File: src/rtl/ram_arb_pkg.sv
// Shared types and defaults for the two-port RAM arbiter: FSM state encoding,
// width defaults and the round-robin pick rule.
`timescale 1ns/1ps
package ram_arb_pkg;

    localparam int AW_DEF = 8;
    localparam int DW_DEF = 8;

    typedef enum logic [1:0] {
        IDLE   = 2'd0,
        ACCESS = 2'd1,
        RESP   = 2'd2
    } state_t;

    // i_last is the id granted most recently; on a tie the other requester wins.
    function automatic logic rr_pick(input logic i_req0, input logic i_req1, input logic i_last);
        logic w_pick;
        if (i_req0 && i_req1) begin
            w_pick = ~i_last;
        end else begin
            w_pick = i_req1;
        end
        return w_pick;
    endfunction

endpackage

File: src/rtl/ram_arbiter_rr_arb2.sv
// Two-input round-robin selector; o_winner is only meaningful when a request is present.
`timescale 1ns/1ps
module rr_arb2
    import ram_arb_pkg::*;
(
    input  logic i_req0,
    input  logic i_req1,
    input  logic i_pointer,
    output logic o_winner
);

    assign o_winner = rr_pick(i_req0, i_req1, i_pointer);

endmodule

File: src/rtl/ram_arbiter.sv
// Shares one single-port RAM between a CPU (id 0) and a loader/DMA (id 1):
// arbitrate in IDLE, drive the RAM in ACCESS, pulse ack in RESP.
`timescale 1ns/1ps
module ram_arbiter
    import ram_arb_pkg::*;
#(
    parameter int AW = AW_DEF,
    parameter int DW = DW_DEF
) (
    input  logic          clk,
    input  logic          rst,
    input  logic          req0,
    input  logic          req1,
    input  logic          we0,
    input  logic          we1,
    input  logic [AW-1:0] addr0,
    input  logic [AW-1:0] addr1,
    input  logic [DW-1:0] wdata0,
    input  logic [DW-1:0] wdata1,
    output logic          ack0,
    output logic          ack1,
    output logic [DW-1:0] rdata0,
    output logic [DW-1:0] rdata1,
    output logic          busy,
    output logic          ram_we,
    output logic          ram_re,
    output logic [AW-1:0] ram_addr,
    output logic [DW-1:0] ram_wdata,
    input  logic [DW-1:0] ram_rdata
);

    state_t        r_state;
    logic          r_last;
    logic          r_id;
    logic          r_we;
    logic [AW-1:0] r_addr;
    logic [DW-1:0] r_wdata;

    logic          w_any;
    logic          w_winner;
    logic          w_access;
    logic          w_resp;
    logic [1:0]    w_ack;
    logic [DW-1:0] w_rdata [2];

    assign w_any = req0 | req1;

    rr_arb2 u_rr_arb2 (
        .i_req0    (req0),
        .i_req1    (req1),
        .i_pointer (r_last),
        .o_winner  (w_winner)
    );

    always_ff @(posedge clk) begin
        if (rst) begin
            r_state <= IDLE;
            r_last  <= 1'b1;
            r_id    <= 1'b0;
            r_we    <= 1'b0;
            r_addr  <= '0;
            r_wdata <= '0;
        end else begin
            case (r_state)
                IDLE: begin
                    if (w_any) begin
                        r_id    <= w_winner;
                        r_we    <= w_winner ? we1    : we0;
                        r_addr  <= w_winner ? addr1  : addr0;
                        r_wdata <= w_winner ? wdata1 : wdata0;
                        r_state <= ACCESS;
                    end
                end
                ACCESS: begin
                    r_state <= RESP;
                end
                RESP: begin
                    r_last  <= r_id;
                    r_state <= IDLE;
                end
                default: begin
                    r_state <= IDLE;
                end
            endcase
        end
    end

    // Gating with rst keeps a reset that lands mid-access from committing a write or acking.
    assign w_access = (r_state == ACCESS) && !rst;
    assign w_resp   = (r_state == RESP)   && !rst;

    genvar gi;
    generate
        for (gi = 0; gi < 2; gi++) begin : g_port
            logic [DW-1:0] r_rdata;

            always_ff @(posedge clk) begin
                if (rst) begin
                    r_rdata <= '0;
                end else if ((r_state == ACCESS) && !r_we && (r_id == 1'(gi))) begin
                    r_rdata <= ram_rdata;
                end
            end

            assign w_rdata[gi] = rst ? '0 : r_rdata;
            assign w_ack[gi]   = w_resp && (r_id == 1'(gi));
        end
    endgenerate

    assign ack0      = w_ack[0];
    assign ack1      = w_ack[1];
    assign rdata0    = w_rdata[0];
    assign rdata1    = w_rdata[1];
    assign busy      = (r_state != IDLE) && !rst;
    assign ram_we    = w_access && r_we;
    assign ram_re    = w_access && !r_we;
    assign ram_addr  = rst ? '0 : r_addr;
    assign ram_wdata = rst ? '0 : r_wdata;

endmodule
File: config.mk
export PLATFORM = sky130hd
export DESIGN_NAME = ram_arbiter
export DESIGN_NICKNAME = d
export VERILOG_FILES = /design/src/rtl/ram_arb_pkg.sv /design/src/rtl/ram_arbiter_rr_arb2.sv /design/src/rtl/ram_arbiter.sv
export SDC_FILE = /design/constraint.sdc
export NUM_CORES = 1
export LEC_CHECK = 0
export CAP_MARGIN = 30
export CORE_MARGIN = 2
export CORE_UTILIZATION = 30
export DETAILED_ROUTE_END_ITERATION = 12
export PLACE_DENSITY = 0.62
export SYNTH_ARGS = -nofsm -noshare
export SYNTH_HDL_FRONTEND = slang
export SYNTH_SLANG_ARGS = --single-unit
File: constraint.sdc
create_clock -name clk -period 1.5 [get_ports clk]
set_clock_uncertainty 0.15 [all_clocks]
set_input_delay 0.3 -clock clk [delete_from_list [all_inputs] [get_ports clk]]
set_output_delay 0.3 -clock clk [all_outputs]
set_load 0.01 [all_outputs]
==> results.py, run 1 <==
metrics = {
    "power": {
        "clkPwrFrac_pct": 36.5,
        "internal_power_mw": 2.10,
        "leakage_nw": 1.27,
        "switching_power_mw": 0.662,
        "powerDensity_nw_per_um2": 888,
        "seqPwrFrac_pct": 39.7,
        "p_total_mw": 2.76,
        "combPwrFrac_pct": 23.8,
        "peakVddDrop_v": 0.000692,
        "netSwitchingFraction_pct": 23.9,
    },
    "floorplanning": {
        "coreArea_um2": 5820,
        "dieArea_um2": 6580,
        "die_h_um": 81.1,
        "core.rowCount": 28,
        "io_pins": 83,
        "initial_core_util_pct": 30.7,
        "die_x_um": 81.1,
    },
    "sta": {
        "tns_ns": -1.03,
        "slew_headroom_pct": 80.7,
        "worstMarginPinSlew_ns": 0.288,
        "period_minus_slack_ns": 1.63,
        "hold_violations": 0,
        "setup_viol": 21,
        "timing.final.ws_setup_ns": -0.127,
        "report.final.slew_viol_count": 0,
        "min_period_over_period_pct": 108,
        "rsz0062_at_grt": "yes",
        "fmax_mhz": 615,
    },
    "worst_setup_path": {
        "critPathTopFamily": "flip-flops",
        "path_buf_inv": 2,
        "cp.depth": 3,
        "crit_end": "ram_re",
        "r2r-start": "r_state[1]",
        "crit_path_end_kind": "output port",
        "regToRegSetupSlack_ns": -0.07,
        "r2r_cells": 4,
        "path_class": "flop to output port",
        "critPathLaunchType": "flop",
        "required_ns": 1.05,
        "cp_max_fo": 4,
        "slowest_stage": "dfxtp_4",
        "rr_endpoint": "g_port[1].r_rdata[1]",
        "max_stage_delay_ns": 0.36,
        "cp-startpoint": "r_state[1]",
        "crit_chain": "buf_6, nor4b_4, buf_2",
        "worstPathArrival_ns": 1.18,
    },
    "detailed_routing": {
        "drt_iter0_drc": 33,
        "dr.pass1.iters": 4,
        "drcViolationCount": 0,
        "vias": 1750,
        "wl_mm": 5.00,
        "viasPerCell": 4.69,
        "wl_per_cell_um": 13.4,
        "ant_nets": 0,
    },
    "clock_tree": {
        "clock_path_buffers": 2,
        "cts-root-buf": "clkbuf_8",
        "clk_latency_ns": 0.28,
        "cts_buffers": 5,
        "cts_tree": "built",
        "clock_sinks": 37,
        "htreeDepth": 2,
        "clk_pin_slew_ns": 0.07,
    },
    "yosys": {
        "synth_edf_count": 0,
        "ys_seq_area_share_pct": 41.5,
        "synth_most_common_cell": "nor2b_1",
        "synthesis.nets": 245,
        "synth_area_leaders": "dfxtp_1 (42%), nor2b_1 (14%), mux2_2 (10%)",
        "syn-cell-area_um2": 1780,
        "netlist.area_leader.share_pct": 41.5,
        "synthCells": 199,
        "async_flop_share_pct": 0,
        "yosysUniqueCellTypes": 26,
        "synth_top_area_cell": "dfxtp_1",
        "synthFlopType": "dfxtp_1",
        "syn_area_per_cell_um2": 8.96,
        "ys_top_cells_by_count": "nor2b_1 (40), dfxtp_1 (37), nand2_1 (35)",
        "yosysWarnings": 0,
        "synth_seq_cells": 37,
    },
    "global_routing": {
        "track_usage_pct": 14.6,
        "grt_max_degree": 33,
        "antenna_found_initial": 0,
        "met1_usage_pct": 17.0,
        "top_usage_layer": "met2",
        "grt_pass1_vias": 1602,
        "grt_use_met3_pct": 6.22,
        "grt.overflow.total": 0,
        "grt_pass1_wl_mm": 7.42,
        "grt_use_met2_pct": 24.8,
    },
    "placed_design": {
        "port-buffer-count": 82,
        "hpwl_mm": 3.30,
        "routabilityCongestion": 0.682,
    },
    "status": {
        "status": "finished, violations left",
        "violations": "negative setup slack",
    },
    "layout": {
        "drive_gt1_share_pct": 38.3,
        "area_growth_pct": 74.6,
        "layout.nets": 343,
        "n_fill_cell": 592,
        "diodes": 0,
    },
    "flow_run": {
        "cap_viol_max_count": 0,
    },
    "min_path": {
        "worstHoldPathType": "primary input to flop",
    },
}
-- per-layer routing --
metal	part of all wire [%]	vias to the layer above
met5	0	-
met4	0.94	0
met3	8.4	6
met2	48	61
met1	43	795
li1	-	888
-- timing repair --
| item | 4_1_cts | 5_1_grt |
|---|---|---|
| gates resized for setup | 113 | 52 |
| setup endpoints to repair | 70 | 59 |
| hold endpoints to repair | 0 | 0 |
| pin swaps | 4 | 3 |
| hold buffers | 0 | 0 |
| cloned | 0 | 1 |
| setup buffers | 4 | 2 |
-- cell usage in the layout, fill, tap and decap left out, drive strengths merged, types with 3 or more instances in the layout --
cell type / n
a21oi: 18
clkdlybuf4s15: 16
clkbuf: 20
a311oi: 17
dfxtp: 37
nor2: 4
or2: 3
nor2b: 40
buf: 30
clkdlybuf4s50: 42
nand2: 35
mux2: 16
-- final cells by class --
cell class,count,area (um^2),area share (%)
sequential,37,748,24.0
tap,75,93.8,3.01
clock buffer,5,68.8,2.21
multi-input combinational,147,1140,36.6
timing repair buffer,106,998,32.1
clock inverter,3,65.1,2.09
-- cell families after synthesis --
| group | Yosys count | share of synthesized area (%) |
|---|---|---|
| AOI/OAI and AO/OA | 38 | 14.9 |
| and+or+nand+nor | 91 | 28.4 |
| DFF | 37 | 41.5 |
| muxes | 17 | 10.7 |
| buffers and inverters | 16 | 4.56 |
-- stage by stage --
step	hold WS, ns	cells	utilization [%]	cell area (um^2)	setup slack, ns
finish	0.127	373	53.5	3110	-0.127
CTS	0.120	370	52.9	3070	-0.153
global route	0.131	373	53.5	3110	-0.171
global placement	0.350	358	48.6	2830	-0.394
floorplan	0.303	199	-	1810	-0.0154
detailed placement	0.358	358	48.6	2830	-0.423
-- flip-flops by register name, summed over array words and instances, names as in the netlist --
signal / count
r_state: 2
r_wdata: 8
r_last: 1
r_addr: 8
r_we: 1
r_id: 1
g_port.r_rdata: 16
-- power groups by stage --
stage          clock (mW)  sequential [mW]  combinational, mW
6_report             1.01             1.10              0.659
3_5_place_dp            0             1.12              0.618
2_1_floorplan           0             1.11              0.307
4_1_cts              1.04             1.10              0.637
5_1_grt              1.07             1.11              0.719
3_3_place_gp            0             1.12              0.616
-- worst min-delay path by stage --
stage	start	endpoint	slack, ns	cells past startpoint
after global placement	r_wdata[2]	r_wdata[2]	0.35	2
after detailed placement	r_addr[5]	r_addr[5]	0.36	2
after floorplan	addr0[5]	r_addr[5]	0.30	2
final	rst	r_addr[5]	0.13	2
after CTS	rst	r_state[1]	0.12	2
after global routing	rst	r_state[1]	0.13	2
Power figures use the tool's default switching activity.
==> inputs of run 2 (changes only) <==
Settings changed: SKIP_CTS_REPAIR_TIMING set to 1.
==> run 2 against run 1 <==
The flow still finishes with violations (negative setup slack); clock power about the same; sequential power about the same; setup slack better by 0.057 ns; core utilization up 0.95 points; via count down 0.23%; non-clock buffer count down 3; critical path depth up 1; clock-buffer cell count unchanged; maximum frequency up 3.6%; combinational power up 1%; critical path type is now flop to flop; critical endpoint is now g_port[1].r_rdata[1]; highest routed layer unchanged.
==> results.py, run 2 (synthesis results as in run 1) <==
metrics = {
    "clock_tree": {
        "cts_buffers": 5,
        "clk_pin_slew_ns": 0.07,
        "clock_sinks": 37,
        "clock_path_buffers": 2,
        "htreeDepth": 2,
        "clk_latency_ns": 0.28,
        "cts-root-buf": "clkbuf_8",
        "cts_tree": "built",
    },
    "sta": {
        "timing.final.ws_setup_ns": -0.0700,
        "setup_viol": 21,
        "period_minus_slack_ns": 1.57,
        "hold_violations": 0,
        "min_period_over_period_pct": 105,
        "fmax_mhz": 637,
        "slew_headroom_pct": 81.4,
        "whs_ns": 0.190,
        "rsz0062_at_grt": "yes",
        "report.final.slew_viol_count": 0,
        "worstMarginPinSlew_ns": 0.279,
    },
    "worst_setup_path": {
        "max_stage_delay_ns": 0.38,
        "slowest_stage": "dfxtp_4",
        "worstPathArrival_ns": 1.59,
        "cp_max_fo": 8,
        "critPathTopFamily": "flip-flops",
        "path_buf_inv": 2,
        "r2r_cells": 4,
        "r2r-start": "r_state[1]",
        "path_class": "flop to flop",
        "crit_path_end_kind": "flop",
        "critPathLaunchType": "flop",
        "crit_chain": "buf_6, nor4bb_4, buf_6, mux2_4",
        "rr_endpoint": "g_port[1].r_rdata[1]",
        "regToRegSetupSlack_ns": -0.07,
        "cpMostUsedCell": "buf_6",
        "required_ns": 1.52,
    },
    "layout": {
        "n_fill_cell": 574,
        "top_regs": "g_port.r_rdata: 16 flops, r_addr: 8 flops, r_wdata: 8 flops",
        "layout.nets": 340,
        "area_growth_pct": 77.7,
        "regMostFlops": "g_port.r_rdata",
        "fin_cells": 370,
        "diodes": 0,
        "final_cell_mix": "clkdlybuf4s50_1 (42), nor2b_1 (36), nand2_1 (35)",
        "final_area_um2": 3170,
        "mostFrequentLayoutCell": "clkdlybuf4s50_1",
        "largest_reg_flops": 16,
        "drive_gt1_share_pct": 27.8,
    },
    "floorplanning": {
        "die_x_um": 81.1,
        "io_pins": 83,
        "coreArea_um2": 5820,
        "initial_core_util_pct": 30.7,
        "dieArea_um2": 6580,
        "core.rowCount": 28,
        "die_h_um": 81.1,
    },
    "global_routing": {
        "grt.overflow.total": 0,
        "grt_pass1_vias": 1574,
        "track_usage_pct": 14.0,
        "antenna_found_initial": 0,
        "grt_max_degree": 33,
        "grt_pass1_wl_mm": 7.14,
    },
    "detailed_routing": {
        "wl_mm": 4.94,
        "wl_per_cell_um": 13.3,
        "drt_iter0_drc": 26,
        "vias": 1746,
        "dr.pass1.iters": 4,
        "viasPerCell": 4.72,
        "ant_nets": 0,
        "drcViolationCount": 0,
    },
    "min_path": {
        "hold_depth": 2,
        "worstHoldStart": "rst",
        "worstHoldPathType": "primary input to flop",
        "whs_endpoint": "r_state[1]",
    },
    "power": {
        "leakage_nw": 1.68,
        "powerDensity_nw_per_um2": 876,
        "peakVddDrop_v": 0.000698,
    },
    "status": {
        "violations": "negative setup slack",
        "status": "finished, violations left",
    },
    "placed_design": {
        "dpl_cell_area_um2": 2830,
        "routabilityCongestion": 0.682,
        "dpl.cell_count": 358,
        "hpwl_mm": 3.30,
        "port-buffer-count": 82,
    },
    "flow_run": {
        "cap_viol_max_count": 0,
    },
}
[run 2: cell count changes in the layout (fill, tap and decap cells not counted)]
cell,previous run,this run
buf_6,8,5
buf_4,13,11
dlymetal6s2s_1,2,27
nor3b_2,2,1
clkdlybuf4s15_1,3,0
clkdlybuf4s15_2,13,0
buf_8,0,1
buf_12,4,5
nor2b_2,11,4
nor2b_4,1,0
dlygate4sd2_1,1,0
nor2b_1,28,36
nor3b_4,0,1
clkbuf_2,15,7
[run 2: layout make-up]
cell class	count	area (um^2)	share of cell area, %
sequential	37	748	23.6
timing repair buffer	103	1070	33.8
tap	75	93.8	2.96
multi-input combinational	147	1120	35.3
clock buffer	5	68.8	2.17
clock inverter	3	65.1	2.05
[run 2: metrics by stage]
stage          total power, mW  worst slack (ns)  setup TNS [ns]  util (%)
6_report                  2.78           -0.0700          -0.728      54.5
2_1_floorplan             1.42           -0.0154          -0.166         -
4_1_cts                   2.76            -0.563          -18.38      50.9
5_1_grt                   2.91            -0.134           -1.85      54.5
3_5_place_dp              1.73            -0.423          -19.38      48.6
3_3_place_gp              1.73            -0.394          -18.55      48.6
[run 2: report_power, final]
part	switching, mW	internal [mW]	leakage [nW]
sequential	0.0395	1.06	0.306
combinational	0.272	0.394	1.30
clock	0.349	0.660	0.0681
total	0.661	2.12	1.68
[run 2: worst max path at each step]
stage	start	endpoint	slack (ns)	depth (start not counted)
finish	r_state[1]	g_port[1].r_rdata[1]	-0.07	4
global route	r_state[1]	g_port[1].r_rdata[1]	-0.13	4
CTS	r_state[1]	busy	-0.56	4
detailed placement	rst	rdata0[3]	-0.42	4
global placement	rst	ram_we	-0.39	4
floorplan	rst	ram_re	-0.02	4
[run 2: per-layer routing]
| layer | routed length [um] | vias to the layer above | global-route usage [%] |
|---|---|---|---|
| met2 | 2300 | 65 | 23.6 |
| met5 | 0 | - | 0 |
| met4 | 47 | 0 | 3.56 |
| li1 | - | 878 | - |
| met1 | 2100 | 797 | 16.2 |
| met3 | 487 | 6 | 6.33 |
==> inputs of run 3 (changes only) <==
Settings changed: PLACE_DENSITY 0.62 to 0.63, SYNTH_HIERARCHICAL set to 1.
==> run 3 against run 2 <==
The run still ends with negative setup slack left; largest cell class is now non-clock buffers; sequential share of layout area increased by 0.52 points; total power decreased by 11%; worst hold slack got worse by 0.0011 ns; core utilization is 1.7 points higher; setup slack lost 0.072 ns; first-iteration DRC count up 7.7%; largest power group unchanged; synthesized cell count is 19% lower; sequential power barely moved.
==> results.py, run 3 <==
metrics = {
    "status": {
        "status": "finished, violations left",
        "violations": "negative setup slack",
    },
    "placed_design": {
        "hpwl_mm": 3.41,
        "port-buffer-count": 82,
        "routabilityCongestion": 0.779,
    },
    "detailed_routing": {
        "wl_mm": 4.78,
        "dr.pass1.iters": 4,
        "viasPerCell": 4.54,
        "vias": 1544,
        "ant_nets": 0,
        "wl_per_cell_um": 14.1,
        "drt_iter0_drc": 28,
        "drcViolationCount": 0,
    },
    "yosys": {
        "synth_top_area_cell": "dfxtp_1",
        "synth_area_leaders": "dfxtp_1 (43%), nor2b_1 (15%), mux2i_1 (11%)",
        "syn-cell-area_um2": 1710,
        "async_flop_share_pct": 0,
        "synthCells": 161,
        "yosysUniqueCellTypes": 27,
        "ys_top_cells_by_count": "nor2b_1 (41), dfxtp_1 (37), mux2i_1 (18)",
        "synth_most_common_cell": "nor2b_1",
        "synth_seq_cells": 37,
        "syn_area_per_cell_um2": 10.6,
        "yosysWarnings": 6,
        "netlist.area_leader.share_pct": 43.3,
        "synth_edf_count": 0,
        "synthesis.nets": 207,
        "ys_seq_area_share_pct": 43.3,
        "synthFlopType": "dfxtp_1",
    },
    "sta": {
        "setup_viol": 20,
        "period_minus_slack_ns": 1.64,
        "fmax_mhz": 609,
        "tns_ns": -2.04,
        "rsz0062_at_grt": "yes",
        "worstMarginPinSlew_ns": 0.235,
        "slew_headroom_pct": 84.3,
        "timing.final.ws_setup_ns": -0.142,
        "report.final.slew_viol_count": 0,
        "min_period_over_period_pct": 109,
        "hold_violations": 0,
    },
    "layout": {
        "area_growth_pct": 80.9,
        "largest_reg_flops": 16,
        "mostFrequentLayoutCell": "clkdlybuf4s50_1",
        "final_cell_mix": "clkdlybuf4s50_1 (42), nor2b_1 (34), dfxtp_1 (34)",
        "layout.nets": 314,
        "regMostFlops": "g_port.r_rdata",
        "multiInputGateArea_um2": 1040,
        "area.sequential_um2": 747,
        "diodes": 0,
        "drive_gt1_share_pct": 32.5,
        "top_regs": "g_port.r_rdata: 16 flops, r_addr: 8 flops, r_wdata: 8 flops",
        "n_fill_cell": 509,
    },
    "worst_setup_path": {
        "cp_max_fo": 3,
        "required_ns": 1.05,
        "path_class": "flop to output port",
        "crit_path_end_kind": "output port",
        "critPathLaunchType": "flop",
        "worstPathArrival_ns": 1.19,
    },
    "floorplanning": {
        "coreArea_um2": 5510,
        "die_h_um": 79.5,
        "io_pins": 83,
        "dieArea_um2": 6320,
        "core.rowCount": 27,
        "initial_core_util_pct": 31.1,
        "die_x_um": 79.5,
    },
    "power": {
        "leakage_nw": 1.68,
        "p_total_mw": 2.48,
        "peakVddDrop_v": 0.000416,
        "powerDensity_nw_per_um2": 801,
    },
    "clock_tree": {
        "cts_tree": "built",
        "cts_buffers": 5,
        "htreeDepth": 2,
        "clock_sinks": 37,
        "clock_path_buffers": 2,
        "cts-root-buf": "clkbuf_8",
        "clk_pin_slew_ns": 0.07,
        "clk_latency_ns": 0.28,
    },
    "global_routing": {
        "grt_pass1_vias": 1593,
        "track_usage_pct": 15.5,
        "antenna_found_initial": 0,
        "grt_pass1_wl_mm": 7.62,
        "grt.overflow.total": 0,
        "grt_max_degree": 25,
    },
    "min_path": {
        "worstHoldPathType": "primary input to flop",
    },
    "flow_run": {
        "cap_viol_max_count": 0,
    },
}
[run 3: changes by cell type in the layout (fill, tap and decap cells not counted), sizes merged, moves of 2 or more]
cell / change
a21oi: -16
a311oi: -17
clkbuf: +6
buf: +6
nand2: -34
bufinv: -2
mux2i: +17
or2: -2
a2bb2oi: +16
[run 3: stage by stage]
stage / setup WS, ns / hold slack, ns / instance area [um^2] / util, % / std cells
finish: -0.142 / 0.189 / 3090 / 56.2 / 340
global route: -0.225 / 0.201 / 3090 / 56.2 / 340
CTS: -0.543 / 0.187 / 2910 / 52.9 / 338
detailed placement: -0.367 / 0.355 / 2830 / 51.3 / 331
global placement: -0.335 / 0.353 / 2830 / 51.3 / 331
floorplan: 0.0125 / 0.242 / 1720 / - / 161
[run 3: final cells by class]
type / count / area share (%)
Clock buffer: 7 / 2.79
Inverter: 1 / 0.121
Multi-Input combinational cell: 111 / 33.6
Sequential cell: 37 / 24.1
Tap cell: 72 / 2.91
Timing Repair Buffer: 112 / 36.4
[run 3: power breakdown]
part,leakage (nW),total [mW],internal [mW],switching (mW)
combinational,1.33,0.690,0.432,0.258
sequential,0.306,1.10,1.07,0.0274
clock,0.0443,0.692,0.364,0.327
total,1.68,2.48,1.87,0.613
[run 3: final timing paths]
| path | from | end | slack, ns | cells past startpoint |
|---|---|---|---|---|
| setup reg to reg | r_state[1] | g_port[1].r_rdata[6] | -0.12 | 4 |
| setup / recovery | r_state[0] | ram_re | -0.14 | 4 |
| hold / removal | rst | r_state[1] | 0.19 | 2 |
| hold reg to reg | r_state[1] | r_state[1] | 0.32 | 1 |
[run 3: logic make-up after synthesis]
group                  Yosys count  synth area share, %
AND/OR/NAND/NOR                 56                 21.4
flip-flops                      37                 43.3
multiplexers                    34                 21.1
AO/OA/AOI/OAI                   21                 10.3
buffers and inverters           13                 3.95
[run 3: per-layer routing]
metal  vias up  wire (um)  global-route usage [%]  part of all wire [%]
li1        777          -                       -                     -
met1       726       2130                    19.6                    45
met2        32       2380                    25.4                    50
met3         9        162                    2.83                   3.4
met4         0        104                    7.07                   2.2
met5         -          0                       0                     0
[run 3: critical path, cell delays in order (launching register included)]
cell and delay, ns:
dfxtp_2 0.36, nor3b_4 0.20, buf_4 0.13, nor2b_4 0.12
buf_6 0.10
